===== config.mk =====
export PLATFORM = sky130hd
export DESIGN_NAME = mmss_countdown_timer
export DESIGN_NICKNAME = d
export VERILOG_FILES = /design/src/rtl/mmss_countdown_timer_pkg.sv /design/src/rtl/mmss_countdown_timer_bcd_down_digit.sv /design/src/rtl/mmss_countdown_timer.sv
export SDC_FILE = /design/constraint.sdc
export NUM_CORES = 1
export LEC_CHECK = 0
export BUFFER_PORTS_ARGS = -buffer_cell sky130_fd_sc_hd__buf_4
export CAP_MARGIN = 20
export CORE_MARGIN = 8
export CORE_UTILIZATION = 55
export CTS_CLUSTER_SIZE = 10
export DETAILED_ROUTE_END_ITERATION = 10
export PLACE_DENSITY = 0.75
export SYNTH_ARGS = -nofsm -noshare
export SYNTH_HDL_FRONTEND = slang
export SYNTH_HIERARCHICAL = 1
export SYNTH_SLANG_ARGS = --single-unit

===== constraint.sdc =====
create_clock -name clock -period 11.1 [get_ports clock]
set_clock_uncertainty 0.05 [all_clocks]
set_input_delay 2.22 -clock clock [delete_from_list [all_inputs] [get_ports clock]]
set_output_delay 2.22 -clock clock [all_outputs]
set_load 0.03 [all_outputs]

===== src/rtl/mmss_countdown_timer_pkg.sv =====
// Shared state encoding and BCD constants for the mm:ss countdown timer.
// Declarations only: no latency, no flow control.
package timer_pkg;

  typedef enum logic [1:0] {
    IDLE    = 2'd0,
    RUNNING = 2'd1,
    PAUSED  = 2'd2,
    DONE    = 2'd3
  } state_t;

  localparam logic [3:0] BCD_MAX      = 4'd9;
  localparam logic [3:0] SEC_TENS_MAX = 4'd5;
  localparam int         SECONDS_PER_MIN = 60;

  function automatic int pow10(input int n);
    int r;
    r = 1;
    for (int i = 0; i < n; i++) r = r * 10;
    return r;
  endfunction

endpackage


===== src/rtl/mmss_countdown_timer_bcd_down_digit.sv =====
// One BCD digit register: clear > load > shift > decrement, wrapping to WRAP on borrow.
// Updates one cycle after the control strobe; never stalls.
module bcd_down_digit
  import timer_pkg::*;
#(
  parameter logic [3:0] WRAP = BCD_MAX
) (
  input  logic       clock,
  input  logic       Cn,
  input  logic       clear,
  input  logic       load,
  input  logic [3:0] load_val,
  input  logic       shift_en,
  input  logic [3:0] shift_in,
  input  logic       borrow_in,
  output logic [3:0] q,
  output logic       borrow_out,
  output logic       is_zero
);

  assign is_zero    = (q == 4'd0);
  assign borrow_out = borrow_in && is_zero;

  always_ff @(posedge clock or negedge Cn) begin
    if (!Cn) begin
      q <= '0;
    end else if (clear) begin
      q <= '0;
    end else if (load) begin
      q <= load_val;
    end else if (shift_en) begin
      q <= shift_in;
    end else if (borrow_in) begin
      q <= is_zero ? WRAP : q - 4'd1;
    end
  end

endmodule


===== src/rtl/mmss_countdown_timer.sv =====
// BCD mm:ss countdown with keypad entry, start/pause/cancel FSM, quick-add and per-second prescaler.
// Strobes take effect at the sampling edge; first decrement TICK_DIV cycles after start; no backpressure.
module mmss_countdown_timer
  import timer_pkg::*;
#(
  parameter int MIN_DIGITS  = 1,
  parameter int TICK_DIV    = 1,
  parameter int ADD_SECONDS = 30
) (
  input  logic                    clock,
  input  logic                    Cn,
  input  logic                    key_valid,
  input  logic [3:0]              key_digit,
  input  logic                    start,
  input  logic                    pause,
  input  logic                    cancel,
  input  logic                    add,
  output logic [3:0]              sec_unidade,
  output logic [3:0]              sec_decimal,
  output logic [4*MIN_DIGITS-1:0] min,
  output logic                    running,
  output logic                    zero,
  output logic                    done
);

  localparam int             ND         = 2 + MIN_DIGITS;
  localparam int             PW         = (TICK_DIV > 1) ? $clog2(TICK_DIV) : 1;
  localparam logic [PW-1:0]  PRESC_LAST = PW'(TICK_DIV - 1);
  localparam logic [11:0]    MAX_MIN    = 12'(pow10(MIN_DIGITS) - 1);

  state_t        state, state_nxt;
  logic [PW-1:0] presc;

  // Digit 0 = seconds units, 1 = seconds tens, 2.. = minutes LSD upward.
  logic [3:0]    dig_q     [ND];
  logic [3:0]    shift_src [ND];
  logic [3:0]    load_val  [ND];
  logic [ND-1:0] dig_zero;
  logic [ND:0]   brw;
  logic          msd_borrow_unused;

  logic do_start, do_pause, do_add, do_key, do_tick, hits_zero;
  logic dig_load, shift_en;
  logic [11:0] min_bin, min_sum;
  logic [7:0]  sec_total, sec_norm;
  logic [1:0]  min_carry;

  assign zero = &dig_zero;

  // Only strobes that are legal in the current state claim priority.
  assign do_start = !cancel && start &&
                    ((state == IDLE && !zero) || state == PAUSED);
  assign do_pause = !cancel && pause && (state == RUNNING);
  assign do_add   = !cancel && !do_start && !do_pause && add && (state != DONE);
  assign do_key   = !cancel && !do_start && !do_pause && !do_add && key_valid &&
                    (key_digit <= BCD_MAX) && (state == IDLE || state == DONE);
  assign do_tick  = !cancel && !do_pause && !do_add && (state == RUNNING) &&
                    (presc == PRESC_LAST);

  // A running value is never zero, so only 0:01 can decrement to zero.
  assign hits_zero = do_tick && (dig_q[0] == 4'd1) && (&dig_zero[ND-1:1]);

  assign dig_load = do_add || (do_key && state == DONE);
  assign shift_en = do_key && (state == IDLE);

  always_comb begin
    min_bin = '0;
    for (int i = 0; i < MIN_DIGITS; i++) begin
      min_bin = min_bin + 12'(int'(dig_q[2+i]) * pow10(i));
    end
    sec_total = 8'(int'(dig_q[1]) * 10 + int'(dig_q[0]) + ADD_SECONDS);
    min_carry = 2'(sec_total / 8'(SECONDS_PER_MIN));
    sec_norm  = 8'(sec_total % 8'(SECONDS_PER_MIN));
    min_sum   = min_bin + {10'd0, min_carry};

    for (int i = 0; i < ND; i++) load_val[i] = 4'd0;
    if (do_key) begin
      load_val[0] = key_digit;
    end else if (min_sum > MAX_MIN) begin
      load_val[0] = BCD_MAX;
      load_val[1] = SEC_TENS_MAX;
      for (int i = 0; i < MIN_DIGITS; i++) load_val[2+i] = BCD_MAX;
    end else begin
      load_val[0] = 4'(sec_norm % 8'd10);
      load_val[1] = 4'(sec_norm / 8'd10);
      for (int i = 0; i < MIN_DIGITS; i++) begin
        load_val[2+i] = 4'((int'(min_sum) / pow10(i)) % 10);
      end
    end
  end

  assign shift_src[0]      = key_digit;
  assign brw[0]            = do_tick;
  assign msd_borrow_unused = brw[ND];

  for (genvar g = 0; g < ND; g++) begin : g_digit
    if (g > 0) begin : g_src
      assign shift_src[g] = dig_q[g-1];
    end

    bcd_down_digit #(
      .WRAP(g == 1 ? SEC_TENS_MAX : BCD_MAX)
    ) u_digit (
      .clock      (clock),
      .Cn         (Cn),
      .clear      (cancel),
      .load       (dig_load),
      .load_val   (load_val[g]),
      .shift_en   (shift_en),
      .shift_in   (shift_src[g]),
      .borrow_in  (brw[g]),
      .q          (dig_q[g]),
      .borrow_out (brw[g+1]),
      .is_zero    (dig_zero[g])
    );

    if (g >= 2) begin : g_min
      assign min[4*(g-2) +: 4] = dig_q[g];
    end
  end

  assign sec_unidade = dig_q[0];
  assign sec_decimal = dig_q[1];

  always_comb begin
    state_nxt = state;
    if (cancel) begin
      state_nxt = IDLE;
    end else if (do_start) begin
      state_nxt = RUNNING;
    end else if (do_pause) begin
      state_nxt = PAUSED;
    end else if (do_add) begin
      if (state == IDLE) state_nxt = RUNNING;
    end else if (do_key) begin
      state_nxt = IDLE;
    end else if (hits_zero) begin
      state_nxt = DONE;
    end
  end

  always_ff @(posedge clock or negedge Cn) begin
    if (!Cn) begin
      state   <= IDLE;
      presc   <= '0;
      running <= 1'b0;
      done    <= 1'b0;
    end else begin
      state   <= state_nxt;
      running <= (state_nxt == RUNNING);
      done    <= hits_zero;
      if (cancel || do_start || do_add) begin
        presc <= '0;
      end else if (state == RUNNING) begin
        presc <= (presc == PRESC_LAST) ? '0 : presc + 1'b1;
      end
    end
  end

endmodule


==> Word-level counts from Yosys, hierarchy flattened <==
Cells that the tools add are included.
{ "op_classes": {"n_reduce_logical": 43, "bitwise_logic": 1, "muxes": 28, "multipliers": 1, "eq_ne": 6, "addsub": 7, "magnitude_cmp": 2, "div": 5} }
{ "op_table": {"columns": ["operator", "count"], "rows": [
  ["$mux 4", 16],
  ["$mod 13x5->32 const B", 1],
  ["$logic_and 1x1->1", 23],
  ["$mux 2", 7],
  ["$logic_not 4->1", 3],
  ["$mux 12", 1],
  ["$reduce_bool 4->1", 3],
  ["$sub 4x1->4 const B", 3],
  ["$add 8x4->8", 1],
  ["$add 8x5->8 const B", 1],
  ["$div 8x4->8 const B", 1],
  ["$div 8x6->8 const B", 1],
  ["$mod 8x4->8 const B", 1],
  ["$mod 8x6->8 const B", 1],
  ["$mux 8", 1],
  ["$mul 4x3->7 const B", 1],
  ["$add 4x2->5", 1],
  ["$gt 5x4->1 const B", 1],
  ["$logic_not 1->1", 5],
  ["$logic_or 1x1->1", 5],
  ["$eq 2x1->1 const B", 2],
  ["$eq 2x2->1 const B", 2],
  ["$eq 4x1->1 const B", 1],
  ["$le 4x4->1 const B", 1],
  ["other kinds (8)", 10]
]} }
{ "word_totals": {"reg_bits": 17, "inputBits": 11, "wordCells": 100} }

==> Depth between registers and ports, before layout <==
Gate-level depths: netlist (run 1).
{ "depth": {"depth_word": 24, "ltp_mapped": 30} }

==> Hierarchy <==
Netlist (run 1), hierarchy kept.
{ "modules_own_cells": {"columns": ["module", "instances", "cells_per_inst", "area_per_inst_um2", "seq_area_each_um2"], "rows": [
  ["mmss_countdown_timer", 1, 232, 1692.9, 100.1],
  ["bcd_down_digit at g_digit[0].u_digit ...", 2, 37, 325.3, 100.1],
  ["bcd_down_digit at g_digit[1].u_digit", 1, 33, 307.8, 100.1]
]} }

==> Worst setup path before layout (run 1) <==
No wires, ideal clock.
{ "synth_timing": {"path_type": "register -> register", "startpoint": "register g_digit[1].u_digit.q[3]", "endpoint": "register g_digit[2].u_digit.q[1]", "required_ns": 10.984, "stages_incl_launch_ff": 27, "synth_period_minus_slack_ns": 5.677, "setup_time_ns": 0.066, "n_path_buf": 1, "arrival_time_ns": 5.560, "setup_slack_ns": 5.423, "path_cell_list": "dfrtp_1 -> ha_1 -> and2_1 -> fa_1 -> ha_1 -> o21a_1 -> a221o_1 -> o31ai_4 -> clkbuf_1 -> nand3_1 -> o21ai_0 -> ha_1 -> a21oi_1 -> nand2b_1 -> xnor2_1 -> inv_1 -> ha_1 -> inv_1 -> ha_1 -> nor2_1 -> nand3_1 -> o22ai_1 -> a21oi_1 -> or2_2 -> a21oi_1 -> o221ai_1 -> nand2_1"} }
{ "synth_lines": {"columns": ["item", "line_no", "rtl"], "rows": [
  ["start, declared", "mmss_countdown_timer_bcd_down_digit.sv:16", "output logic [3:0] q,"],
  ["start signal, assigned", "mmss_countdown_timer_bcd_down_digit.sv:30", "q <= load_val;"],
  ["start signal, assigned", "mmss_countdown_timer_bcd_down_digit.sv:32", "q <= shift_in;"],
  ["start signal, assigned", "mmss_countdown_timer_bcd_down_digit.sv:34", "q <= is_zero ? WRAP : q - 4'd1;"],
  ["end signal, assigned", "mmss_countdown_timer_bcd_down_digit.sv:30", null],
  ["end signal, assigned", "mmss_countdown_timer_bcd_down_digit.sv:32", null],
  ["end signal, assigned", "mmss_countdown_timer_bcd_down_digit.sv:34", null],
  ["end, declared", "mmss_countdown_timer_bcd_down_digit.sv:16", null]
]} }

==> out/summary.json, run 1 <==
{
  "global_route": {
    "global_route.usage.met2": 0.299,
    "grt_remaining_overflow": 0,
    "grt_pass1_wl_um": 11400,
    "antenna_violations_before_repair": 0,
    "grt_pass1_vias": 2425,
    "gr-usage-all-layers": 0.184,
    "grt_use_met3": 0.0212,
    "globalRoute.busiestLayer": "met2",
    "use_met1": 0.258,
    "grt_start_max_net_pins": 26
  },
  "cts": {
    "cts-root-to-sink-buffers": 2,
    "clock-sinks": 16,
    "cts_buffers": 3,
    "ctsRootBufferMaster": "sky130_fd_sc_hd__clkbuf_8",
    "clock_slew_seen_by_the_registers_of_the_worst_setup_and_hold_paths_ns": 0.06,
    "cts_repair_resize_count": 0,
    "cts_post_setup_buffers_inserted": 0,
    "htree_levels": 1,
    "worstSkewPairLatency_ns": 0.25,
    "ctsHoldBuffers": 0,
    "cts_tree": "done"
  },
  "sta": {
    "whs_ns": 0.616,
    "fmaxAchievable_mhz": 162,
    "final_period_minus_worst_setup_slack_ns": 6.19,
    "rsz0062_at_grt": "no",
    "tns_ns": 0,
    "hold_violations": 0,
    "setup-violations-final": 0,
    "worstMarginPinSlew_ns": 0.937,
    "timing.slew.headroom": 0.366,
    "report.final.slew_viol_count": 0,
    "post-route-period-util": 0.558
  },
  "cells_and_area": {
    "area.sequential_um2": 400,
    "multi_input_area_um2": 2050,
    "area_growth_syn_to_layout_pct": 8.14,
    "share_of_layout_cells_above_drive_strength_1": 0.163,
    "antenna_cells_inserted": 0,
    "finish.net_count": 391,
    "final.fill_count": 443
  },
  "die": {
    "area_of_the_die_um2": 7280,
    "fp_rows": 25,
    "io_pins": 26,
    "coreArea_um2": 4690,
    "die_w_um": 85.4,
    "initial_core_util": 0.564,
    "floorplan.die.height_um": 85.4
  },
  "routing": {
    "route.detailed.vias_per_inst": 6.28,
    "detailedRoute.firstPassIterationCount": 4,
    "totalWireLength_um": 6610,
    "antenna_left": 0,
    "drt-initial-drc-count": 180,
    "routed_wire_length_per_instance_um": 16.2,
    "detailroute.via_count": 2568,
    "drt_drc_violations_left": 0
  },
  "logic_synthesis": {
    "syn_nets": 372,
    "synthCells": 338,
    "synthesis.area_per_instance_um2": 7.83,
    "synthesis.area_um2": 2650,
    "yosysWarningCount": 6
  },
  "setup_path": {
    "worst-endpoint-required_ns": 11.18,
    "worst-path-max-fanout": 14,
    "critPathLaunchType": "flop",
    "crit_path_end_kind": "flop",
    "worstPathArrival_ns": 6.27,
    "timing.setup.critical_path_class": "flop to flop",
    "crit_family": "compound AO/OA/AOI/OAI gates",
    "timing.critical_path.mode_cell": "sky130_fd_sc_hd__ha_1",
    "slowest_delay_ns": 0.63,
    "crit_path_top_delay_cell": "sky130_fd_sc_hd__o31ai_4",
    "cp.buffers_inverters": 2
  },
  "run": {
    "cap_viol_max_count": 0
  },
  "min_path": {
    "timing.hold.worst.class": "flop to flop"
  },
  "place": {
    "gp_routability_congestion": 0.951,
    "port-buffer-count": 25,
    "place.detailed.hpwl_um": 5050
  },
  "outcome": {
    "outcome": "complete, no violations"
  }
}
[worst paths after layout]
check / depth (start not counted) / start / slack [ns] / endpoint
worst max-delay path: 26 / g_digit[1].u_digit/q[3] / 4.91 / g_digit[0].u_digit/q[1]
worst min-delay path: 1 / g_digit[0].u_digit/q[3] / 0.62 / g_digit[0].u_digit/q[3]
worst max register to register: 26 / g_digit[1].u_digit/q[3] / 4.91 / g_digit[0].u_digit/q[1]
worst min register to register: 1 / g_digit[0].u_digit/q[3] / 0.62 / g_digit[0].u_digit/q[3]
max in group asynchronous: 1 / Cn / 9.04 / done
min in group asynchronous: 1 / Cn / 1.77 / g_digit[0].u_digit/q[1]
[cell type report]
| type | instances | share of cell area |
|---|---|---|
| sequential | 16 | 0.140 |
| tap | 54 | 0.0236 |
| inverter | 29 | 0.0381 |
| multi-input combinational | 281 | 0.716 |
| clock buffer | 3 | 0.0144 |
| timing repair buffer | 26 | 0.0682 |
[placed cells by master (no fill, tap or decap), types with 4 or more instances in the layout]
master and instances:
sky130_fd_sc_hd__xnor2_1 10, sky130_fd_sc_hd__or2_2 4, sky130_fd_sc_hd__nand3b_1 4, sky130_fd_sc_hd__nor2_1 33, sky130_fd_sc_hd__or4b_1 4, sky130_fd_sc_hd__a211oi_1 6, sky130_fd_sc_hd__mux2i_1 6, sky130_fd_sc_hd__dfrtp_1 16
sky130_fd_sc_hd__nand2_1 24, sky130_fd_sc_hd__nand3_1 5, sky130_fd_sc_hd__buf_4 26, sky130_fd_sc_hd__nor3_1 6, sky130_fd_sc_hd__nand2b_1 5, sky130_fd_sc_hd__ha_1 20, sky130_fd_sc_hd__nor4_1 5, sky130_fd_sc_hd__inv_1 29
sky130_fd_sc_hd__a21o_1 8, sky130_fd_sc_hd__a21oi_1 24, sky130_fd_sc_hd__o21ai_1 4, sky130_fd_sc_hd__o21ai_0 19, sky130_fd_sc_hd__a31oi_1 9, sky130_fd_sc_hd__and2_1 5, sky130_fd_sc_hd__and3_1 5
[sequential cells by signal, indices dropped and copies added, names as in the netlist]
register and cells:
state 2, g_digit.u_digit/q 12, running 1, done 1
[worst reg2reg max path, delay by kind of cell, from the launching register on]
| kind | cells | cell delay [ns] |
|---|---|---|
| simple gates | 7 | 0.95 |
| buf+inv | 2 | 0.20 |
| xor+xnor | 1 | 0.18 |
| fa+ha+maj | 6 | 1.94 |
| compound gates | 10 | 2.23 |
| flops | 1 | 0.54 |
[routing by layer]
layer	part of all wire	up-vias
met5	0	-
met2	0.47	71
li1	-	1284
met3	0.037	4
met1	0.48	1209
met4	0.0057	0
[per-stage QoR]
step                      cell area, µm²  std cells  utilization  worst slack [ns]
after global placement              2820        406        0.601              5.06
after global routing                2860        409        0.610              4.40
after detailed placement            2820        406        0.601              4.94
after CTS                           2860        409        0.610              4.94
final                               2860        409        0.610              4.91
after floorplan                     2650        338            -              5.42
Power of run 1 is not shown: default switching activity piles up to over one toggle a cycle in this logic, so the estimate is an artifact.
==> run 2, diff against run 1 <==
Clock period 11.1 ns to 5.9 ns, I/O delays scaled along.
==> out/summary.json, run 2 (synthesis results as in run 1) <==
{
  "outcome": {
    "outcome": "complete, no violations"
  },
  "place": {
    "place.detailed.hpwl": {"value": 5090, "unit": "µm", "change": "+0.84%"},
    "detailedPlace.worstSlack": {"value": 0.203, "unit": "ns", "change": "-4.74 ns"},
    "port-buffer-count": {"value": 25, "change": "unchanged"},
    "gp_routability_congestion": {"value": 0.891, "change": "-6.3%"}
  },
  "die": {
    "coreArea": {"value": 4690, "unit": "µm²", "change": "unchanged"},
    "die_w": {"value": 85.4, "unit": "µm", "change": "unchanged"},
    "fp_rows": {"value": 25, "change": "unchanged"},
    "initial_core_util": {"value": 0.564, "change": "unchanged"},
    "io_pins": {"value": 26, "change": "unchanged"},
    "area_of_the_die": {"value": 7280, "unit": "µm²", "change": "unchanged"},
    "floorplan.die.height": {"value": 85.4, "unit": "µm", "change": "unchanged"}
  },
  "setup_path": {
    "r2r-start": "g_digit[1].u_digit/q[1]",
    "worstPathArrival": {"value": 5.63, "unit": "ns", "change": "-0.64 ns"},
    "critPathLaunchType": "flop",
    "timing.setup.critical_path_class": "flop to flop",
    "setup.reg_to_reg.worst_slack": {"value": 0.35, "unit": "ns", "change": "-4.56 ns"},
    "worst-endpoint-required": {"value": 5.98, "unit": "ns", "change": "-5.20 ns"},
    "r2r_cells": {"value": 24, "change": "-7.7%"},
    "worstReg2RegEnd": "g_digit[0].u_digit/q[1]",
    "worst-path-max-fanout": {"value": 9, "change": "-5"},
    "crit_path_end_kind": "flop"
  },
  "cells_and_area": {
    "area_growth_syn_to_layout_pct": 13.0,
    "finish.net_count": {"value": 404, "change": "+3.3%"},
    "largest_reg_flops": {"value": 12, "change": "unchanged"},
    "registers.top_by_ff_count": "g_digit.u_digit/q",
    "layout_common_cells": "39 x sky130_fd_sc_hd__buf_4, 32 x sky130_fd_sc_hd__nor2_1, 29 x sky130_fd_sc_hd__inv_1, 24 x sky130_fd_sc_hd__nand2_1, 23 x sky130_fd_sc_hd__a21oi_1",
    "largest_registers": "g_digit.u_digit/q: 12 flops, state: 2 flops",
    "antenna_cells_inserted": {"value": 0, "change": "unchanged"},
    "share_of_layout_cells_above_drive_strength_1": {"value": 0.201, "change": "+0.0377"},
    "layout.cells.most_common": "sky130_fd_sc_hd__buf_4"
  },
  "routing": {
    "route.detailed.vias_per_inst": {"value": 6.35, "change": "+1.1%"},
    "totalWireLength": {"value": 7010, "unit": "µm", "change": "+6.1%"},
    "detailedRoute.firstPassIterationCount": {"value": 5, "change": "+1"},
    "detailroute.via_count": {"value": 2679, "change": "+4.3%"},
    "drt_drc_violations_left": {"value": 0, "change": "unchanged"},
    "antenna_left": {"value": 0, "change": "unchanged"},
    "routed_wire_length_per_instance": {"value": 16.6, "unit": "µm", "change": "+2.8%"},
    "drt-initial-drc-count": {"value": 283, "change": "+57%"}
  },
  "global_route": {
    "grt_pass1_vias": {"value": 2325, "change": "-4.1%"},
    "antenna_violations_before_repair": {"value": 0, "change": "unchanged"},
    "grt_start_max_net_pins": {"value": 26, "change": "unchanged"},
    "gr-usage-all-layers": {"value": 0.185, "change": "+0.000693"},
    "grt_remaining_overflow": {"value": 0, "change": "unchanged"},
    "grt_pass1_wl": {"value": 11400, "unit": "µm", "change": "+0.30%"}
  },
  "cts": {
    "clock_slew_seen_by_the_registers_of_the_worst_setup_and_hold_paths": {"value": 0.06, "unit": "ns", "change": "about the same"},
    "clock-sinks": {"value": 16, "change": "unchanged"},
    "cts_buffers": {"value": 3, "change": "unchanged"},
    "cts_tree": "done",
    "ctsHoldBuffers": {"value": 0, "change": "unchanged"},
    "worstSkewPairLatency": {"value": 0.25, "unit": "ns", "change": "about the same"},
    "htree_levels": {"value": 1, "change": "unchanged"},
    "ctsRootBufferMaster": "sky130_fd_sc_hd__clkbuf_8",
    "cts-root-to-sink-buffers": {"value": 2, "change": "unchanged"}
  },
  "min_path": {
    "hp-start": "g_digit[0].u_digit/q[3]",
    "timing.hold.worst.class": "flop to flop",
    "hold-path-cell-count": {"value": 3, "change": "+2"},
    "min_delay_worst_endpoint": "done"
  },
  "sta": {
    "timing.slew.headroom": {"value": 0.357, "change": "-0.00936"},
    "fmaxAchievable": {"value": 180, "unit": "MHz", "change": "+12%"},
    "hold_violations": {"value": 0, "change": "unchanged"},
    "tns": {"value": 0, "unit": "ns", "change": "unchanged"},
    "rsz0062_at_grt": "no",
    "report.final.slew_viol_count": {"value": 0, "change": "unchanged"},
    "setup-violations-final": {"value": 0, "change": "unchanged"},
    "worstMarginPinSlew": {"value": 0.951, "unit": "ns", "change": "+0.0138 ns"},
    "setup_ws": {"value": 0.350, "unit": "ns", "change": "-4.56 ns"},
    "post-route-period-util": {"value": 0.941, "change": "+0.383"},
    "final_period_minus_worst_setup_slack": {"value": 5.55, "unit": "ns", "change": "-0.640 ns"}
  },
  "run": {
    "cap_viol_max_count": {"value": 0, "change": "unchanged"}
  }
}
==> run 2: changes by cell type in the layout (fill, tap and decap cells not counted) <==
cell	change
sky130_fd_sc_hd__buf_4	+13
sky130_fd_sc_hd__nor2_1	-1
sky130_fd_sc_hd__a21oi_2	+1
sky130_fd_sc_hd__a21oi_1	-1
sky130_fd_sc_hd__xnor2_1	-1
sky130_fd_sc_hd__nor2_4	+1
sky130_fd_sc_hd__xnor2_4	+1
==> run 2: area by class of cell <==
type,instances,area (µm²)
timing repair buffer,39,293
tap,54,67.6
fill,441,1700
clock buffer,3,41.3
inverter,29,109
multi-input combinational,281,2080
sequential,16,400
==> run 2: metrics by stage <==
step	instances	hold slack (ns)	util	area, µm²
after floorplan	338	0.683	-	2650
after global placement	415	0.556	0.615	2890
after detailed placement	415	0.595	0.615	2890
after CTS	418	0.607	0.624	2930
after global routing	422	0.661	0.637	2990
final	422	0.609	0.637	2990
==> run 2: what timing repair did <==
action                                 in CTS  in global routing
resized for setup                           0                  5
setup endpoints to repair                   0                  5
buffers inserted                            0                  4
endpoints found under the hold margin       0                  0
==> run 2: critical path, cell delays in order (launching register included) <==
cell,delay (ns)
sky130_fd_sc_hd__dfrtp_1,0.38
sky130_fd_sc_hd__ha_1,0.34
sky130_fd_sc_hd__and2_1,0.16
sky130_fd_sc_hd__fa_1,0.43
sky130_fd_sc_hd__ha_1,0.31
sky130_fd_sc_hd__o21a_1,0.15
sky130_fd_sc_hd__a21oi_2,0.10
sky130_fd_sc_hd__o31ai_4,0.47
sky130_fd_sc_hd__nand2_2,0.18
sky130_fd_sc_hd__a31oi_1,0.22
sky130_fd_sc_hd__ha_1,0.21
sky130_fd_sc_hd__inv_1,0.06
sky130_fd_sc_hd__fa_1,0.44
sky130_fd_sc_hd__xnor2_1,0.22
sky130_fd_sc_hd__inv_1,0.12
sky130_fd_sc_hd__ha_1,0.19
sky130_fd_sc_hd__nand2_1,0.05
sky130_fd_sc_hd__o21ai_0,0.07
sky130_fd_sc_hd__nand2_1,0.07
sky130_fd_sc_hd__a21o_1,0.21
sky130_fd_sc_hd__nand2b_1,0.28
sky130_fd_sc_hd__nor2_1,0.07
sky130_fd_sc_hd__a221o_1,0.35
sky130_fd_sc_hd__o221ai_1,0.23
sky130_fd_sc_hd__nand2_1,0.07
==> run 2: worst max-delay path by stage <==
stage / start / end / slack [ns] / depth (start not counted)
2_1_floorplan: g_digit[1].u_digit/q[3] / g_digit[2].u_digit/q[1] / 0.22 / 26
3_3_place_gp: g_digit[1].u_digit/q[1] / g_digit[0].u_digit/q[1] / 0.32 / 26
3_5_place_dp: g_digit[1].u_digit/q[1] / g_digit[0].u_digit/q[1] / 0.20 / 26
4_1_cts: g_digit[1].u_digit/q[1] / g_digit[0].u_digit/q[1] / 0.18 / 26
5_1_grt: g_digit[1].u_digit/q[3] / g_digit[0].u_digit/q[1] / 0.003 / 24
6_report: g_digit[1].u_digit/q[1] / g_digit[0].u_digit/q[1] / 0.35 / 24
==> run 2: layer usage <==
layer | share of wire | vias to the layer above | GRT usage
li1 | - | 1302 | -
met1 | 0.46 | 1263 | 0.258
met2 | 0.47 | 110 | 0.302
met3 | 0.057 | 4 | 0.0280
met4 | 0.0047 | 0 | 0.0175
met5 | 0 | - | 0
Power of run 2 is left out for the same reason.
==> run 3, diff against run 2 <==
Settings changed: REMOVE_ABC_BUFFERS from default to 1.
==> out/summary.json, run 3 (synthesis results as in run 1) <==
{
  "routing": {
    "totalWireLength": {"value": 6750, "unit": "µm", "change": "-3.8%"},
    "detailedRoute.firstPassIterationCount": {"value": 7, "change": "+2"},
    "routed_wire_length_per_instance": {"value": 16.1, "unit": "µm", "change": "-3.3%"},
    "met3RoutedLength": {"value": 338, "unit": "µm", "change": "-16%"},
    "met1Wirelength": {"value": 3160, "unit": "µm", "change": "-2.8%"},
    "route.detailed.vias_per_inst": {"value": 6.31, "change": "-0.57%"},
    "highest_layer": "met4",
    "met2_wirelength": {"value": 3200, "unit": "µm", "change": "-4.0%"},
    "detailroute.via_count": {"value": 2651, "change": "-1.0%"},
    "drt-initial-drc-count": {"value": 303, "change": "+7.1%"},
    "antenna_left": {"value": 0, "change": "unchanged"},
    "drt_drc_violations_left": {"value": 0, "change": "unchanged"}
  },
  "min_path": {
    "timing.hold.worst.class": "flop to flop",
    "min_delay_worst_endpoint": "g_digit[0].u_digit/q[3]",
    "hp-start": "g_digit[0].u_digit/q[3]",
    "hold-path-cell-count": {"value": 2, "change": "-1"}
  },
  "setup_path": {
    "setup.reg_to_reg.worst_slack": {"value": 0.37, "unit": "ns", "change": "+0.02 ns"},
    "worstReg2RegEnd": "g_digit[2].u_digit/q[1]",
    "cp.buffers_inverters": {"value": 2, "change": "unchanged"},
    "crit_path_end_kind": "flop",
    "crit_family": "adder cells",
    "critPathLaunchType": "flop",
    "slowest_delay": {"value": 0.44, "unit": "ns", "change": "-0.03 ns"},
    "timing.setup.critical_path_class": "flop to flop",
    "worst-path-max-fanout": {"value": 6, "change": "-3"},
    "worstPathArrival": {"value": 5.67, "unit": "ns", "change": "+0.04 ns"},
    "r2r-start": "g_digit[1].u_digit/q[1]",
    "r2r_cells": {"value": 27, "change": "+13%"},
    "worst-endpoint-required": {"value": 6.04, "unit": "ns", "change": "+0.06 ns"},
    "timing.critical_path.mode_cell": "sky130_fd_sc_hd__ha_1",
    "crit_path_top_delay_cell": "sky130_fd_sc_hd__fa_1"
  },
  "cts": {
    "clock-sinks": {"value": 16, "change": "unchanged"},
    "worstSkewPairLatency": {"value": 0.25, "unit": "ns", "change": "about the same"},
    "ctsHoldBuffers": {"value": 0, "change": "unchanged"},
    "clock_slew_seen_by_the_registers_of_the_worst_setup_and_hold_paths": {"value": 0.06, "unit": "ns", "change": "about the same"},
    "htree_levels": {"value": 1, "change": "unchanged"},
    "cts_buffers": {"value": 3, "change": "unchanged"},
    "cts_tree": "done",
    "ctsRootBufferMaster": "sky130_fd_sc_hd__clkbuf_8",
    "cts-root-to-sink-buffers": {"value": 2, "change": "unchanged"}
  },
  "cells_and_area": {
    "largest_registers": "g_digit.u_digit/q: 12 flops, state: 2 flops",
    "finish.net_count": {"value": 402, "change": "-0.50%"},
    "layout_common_cells": "37 x sky130_fd_sc_hd__buf_4, 32 x sky130_fd_sc_hd__nor2_1, 29 x sky130_fd_sc_hd__inv_1, 24 x sky130_fd_sc_hd__nand2_1, 23 x sky130_fd_sc_hd__a21oi_1",
    "registers.top_by_ff_count": "g_digit.u_digit/q",
    "largest_reg_flops": {"value": 12, "change": "unchanged"},
    "antenna_cells_inserted": {"value": 0, "change": "unchanged"},
    "share_of_layout_cells_above_drive_strength_1": {"value": 0.208, "change": "+0.00656"},
    "area_growth_syn_to_layout_pct": 12.3,
    "layout.cells.most_common": "sky130_fd_sc_hd__buf_4"
  },
  "outcome": {
    "outcome": "complete, no violations"
  },
  "sta": {
    "timing.slew.headroom": {"value": 0.379, "change": "+0.0220"},
    "setup_ws": {"value": 0.373, "unit": "ns", "change": "+0.0225 ns"},
    "worstMarginPinSlew": {"value": 0.932, "unit": "ns", "change": "-0.0196 ns"},
    "report.final.slew_viol_count": {"value": 0, "change": "unchanged"},
    "setup-violations-final": {"value": 0, "change": "unchanged"},
    "hold_violations": {"value": 0, "change": "unchanged"},
    "tns": {"value": 0, "unit": "ns", "change": "unchanged"},
    "final_period_minus_worst_setup_slack": {"value": 5.53, "unit": "ns", "change": "-0.0225 ns"},
    "fmaxAchievable": {"value": 181, "unit": "MHz", "change": "+0.41%"},
    "whs": {"value": 0.585, "unit": "ns", "change": "-0.0235 ns"},
    "post-route-period-util": {"value": 0.937, "change": "-0.00381"}
  },
  "die": {
    "die_w": {"value": 85.4, "unit": "µm", "change": "unchanged"},
    "initial_core_util": {"value": 0.564, "change": "unchanged"},
    "floorplan.die.height": {"value": 85.4, "unit": "µm", "change": "unchanged"},
    "coreArea": {"value": 4690, "unit": "µm²", "change": "unchanged"},
    "area_of_the_die": {"value": 7280, "unit": "µm²", "change": "unchanged"},
    "fp_rows": {"value": 25, "change": "unchanged"},
    "io_pins": {"value": 26, "change": "unchanged"}
  },
  "place": {
    "port-buffer-count": {"value": 25, "change": "unchanged"},
    "gp_routability_congestion": {"value": 0.887, "change": "-0.38%"},
    "place.detailed.hpwl": {"value": 5110, "unit": "µm", "change": "+0.31%"},
    "detailedPlace.worstSlack": {"value": 0.222, "unit": "ns", "change": "+0.0187 ns"}
  },
  "global_route": {
    "grt_pass1_vias": {"value": 2452, "change": "+5.5%"},
    "grt_remaining_overflow": {"value": 0, "change": "unchanged"},
    "antenna_violations_before_repair": {"value": 0, "change": "unchanged"},
    "gr-usage-all-layers": {"value": 0.185, "change": "about the same"},
    "grt_start_max_net_pins": {"value": 26, "change": "unchanged"},
    "grt_pass1_wl": {"value": 11300, "unit": "µm", "change": "-0.72%"}
  },
  "run": {
    "cap_viol_max_count": {"value": 0, "change": "unchanged"}
  }
}
## run 3: worst max path at each step
| stage | end | cells past startpoint | startpoint | slack [ns] |
|---|---|---|---|---|
| after detailed placement | g_digit[0].u_digit/q[1] | 24 | g_digit[1].u_digit/q[1] | 0.22 |
| after global placement | g_digit[2].u_digit/q[1] | 27 | g_digit[1].u_digit/q[1] | 0.32 |
| after global routing | g_digit[2].u_digit/q[1] | 27 | g_digit[1].u_digit/q[1] | -0.03 |
| final | g_digit[2].u_digit/q[1] | 27 | g_digit[1].u_digit/q[1] | 0.37 |
| after floorplan | g_digit[2].u_digit/q[1] | 27 | g_digit[1].u_digit/q[3] | 0.22 |
| after CTS | g_digit[2].u_digit/q[1] | 27 | g_digit[1].u_digit/q[1] | 0.20 |
## run 3: worst register-to-register path, delay by kind of cell (launching register included)
family,cells,cell delay [ns]
and+or+nand+nor,7,1.04
xor gates and xnor gates,1,0.20
AOI/OAI and AO/OA,11,1.80
adders and majority gates,6,1.85
buffers and inverters,2,0.14
DFF,1,0.38
## run 3: final cells by class
type | count | area (µm²)
clock buffer | 3 | 41.3
fill | 438 | 1720
timing repair buffer | 37 | 278
tap | 54 | 67.6
multi-input combinational | 281 | 2080
sequential | 16 | 400
inverter | 29 | 109
## run 3: repair_timing
item                                    CTS  global route
resized for setup                         0             7
buffers inserted                          0             1
endpoints found under the setup margin    0             5
## run 3: stage by stage
stage | util | cell area (µm²) | instances
2_1_floorplan | - | 2560 | 326
5_1_grt | 0.633 | 2970 | 420
4_1_cts | 0.626 | 2940 | 419
6_report | 0.633 | 2970 | 420
3_3_place_gp | 0.617 | 2890 | 416
3_5_place_dp | 0.617 | 2890 | 416
## run 3: layer usage
metal,GRT usage,vias to the layer above
li1,-,1299
met1,0.248,1257
met2,0.303,89
met3,0.0319,6
met4,0.0350,0
met5,0,-
Power of run 3 is left out for the same reason.
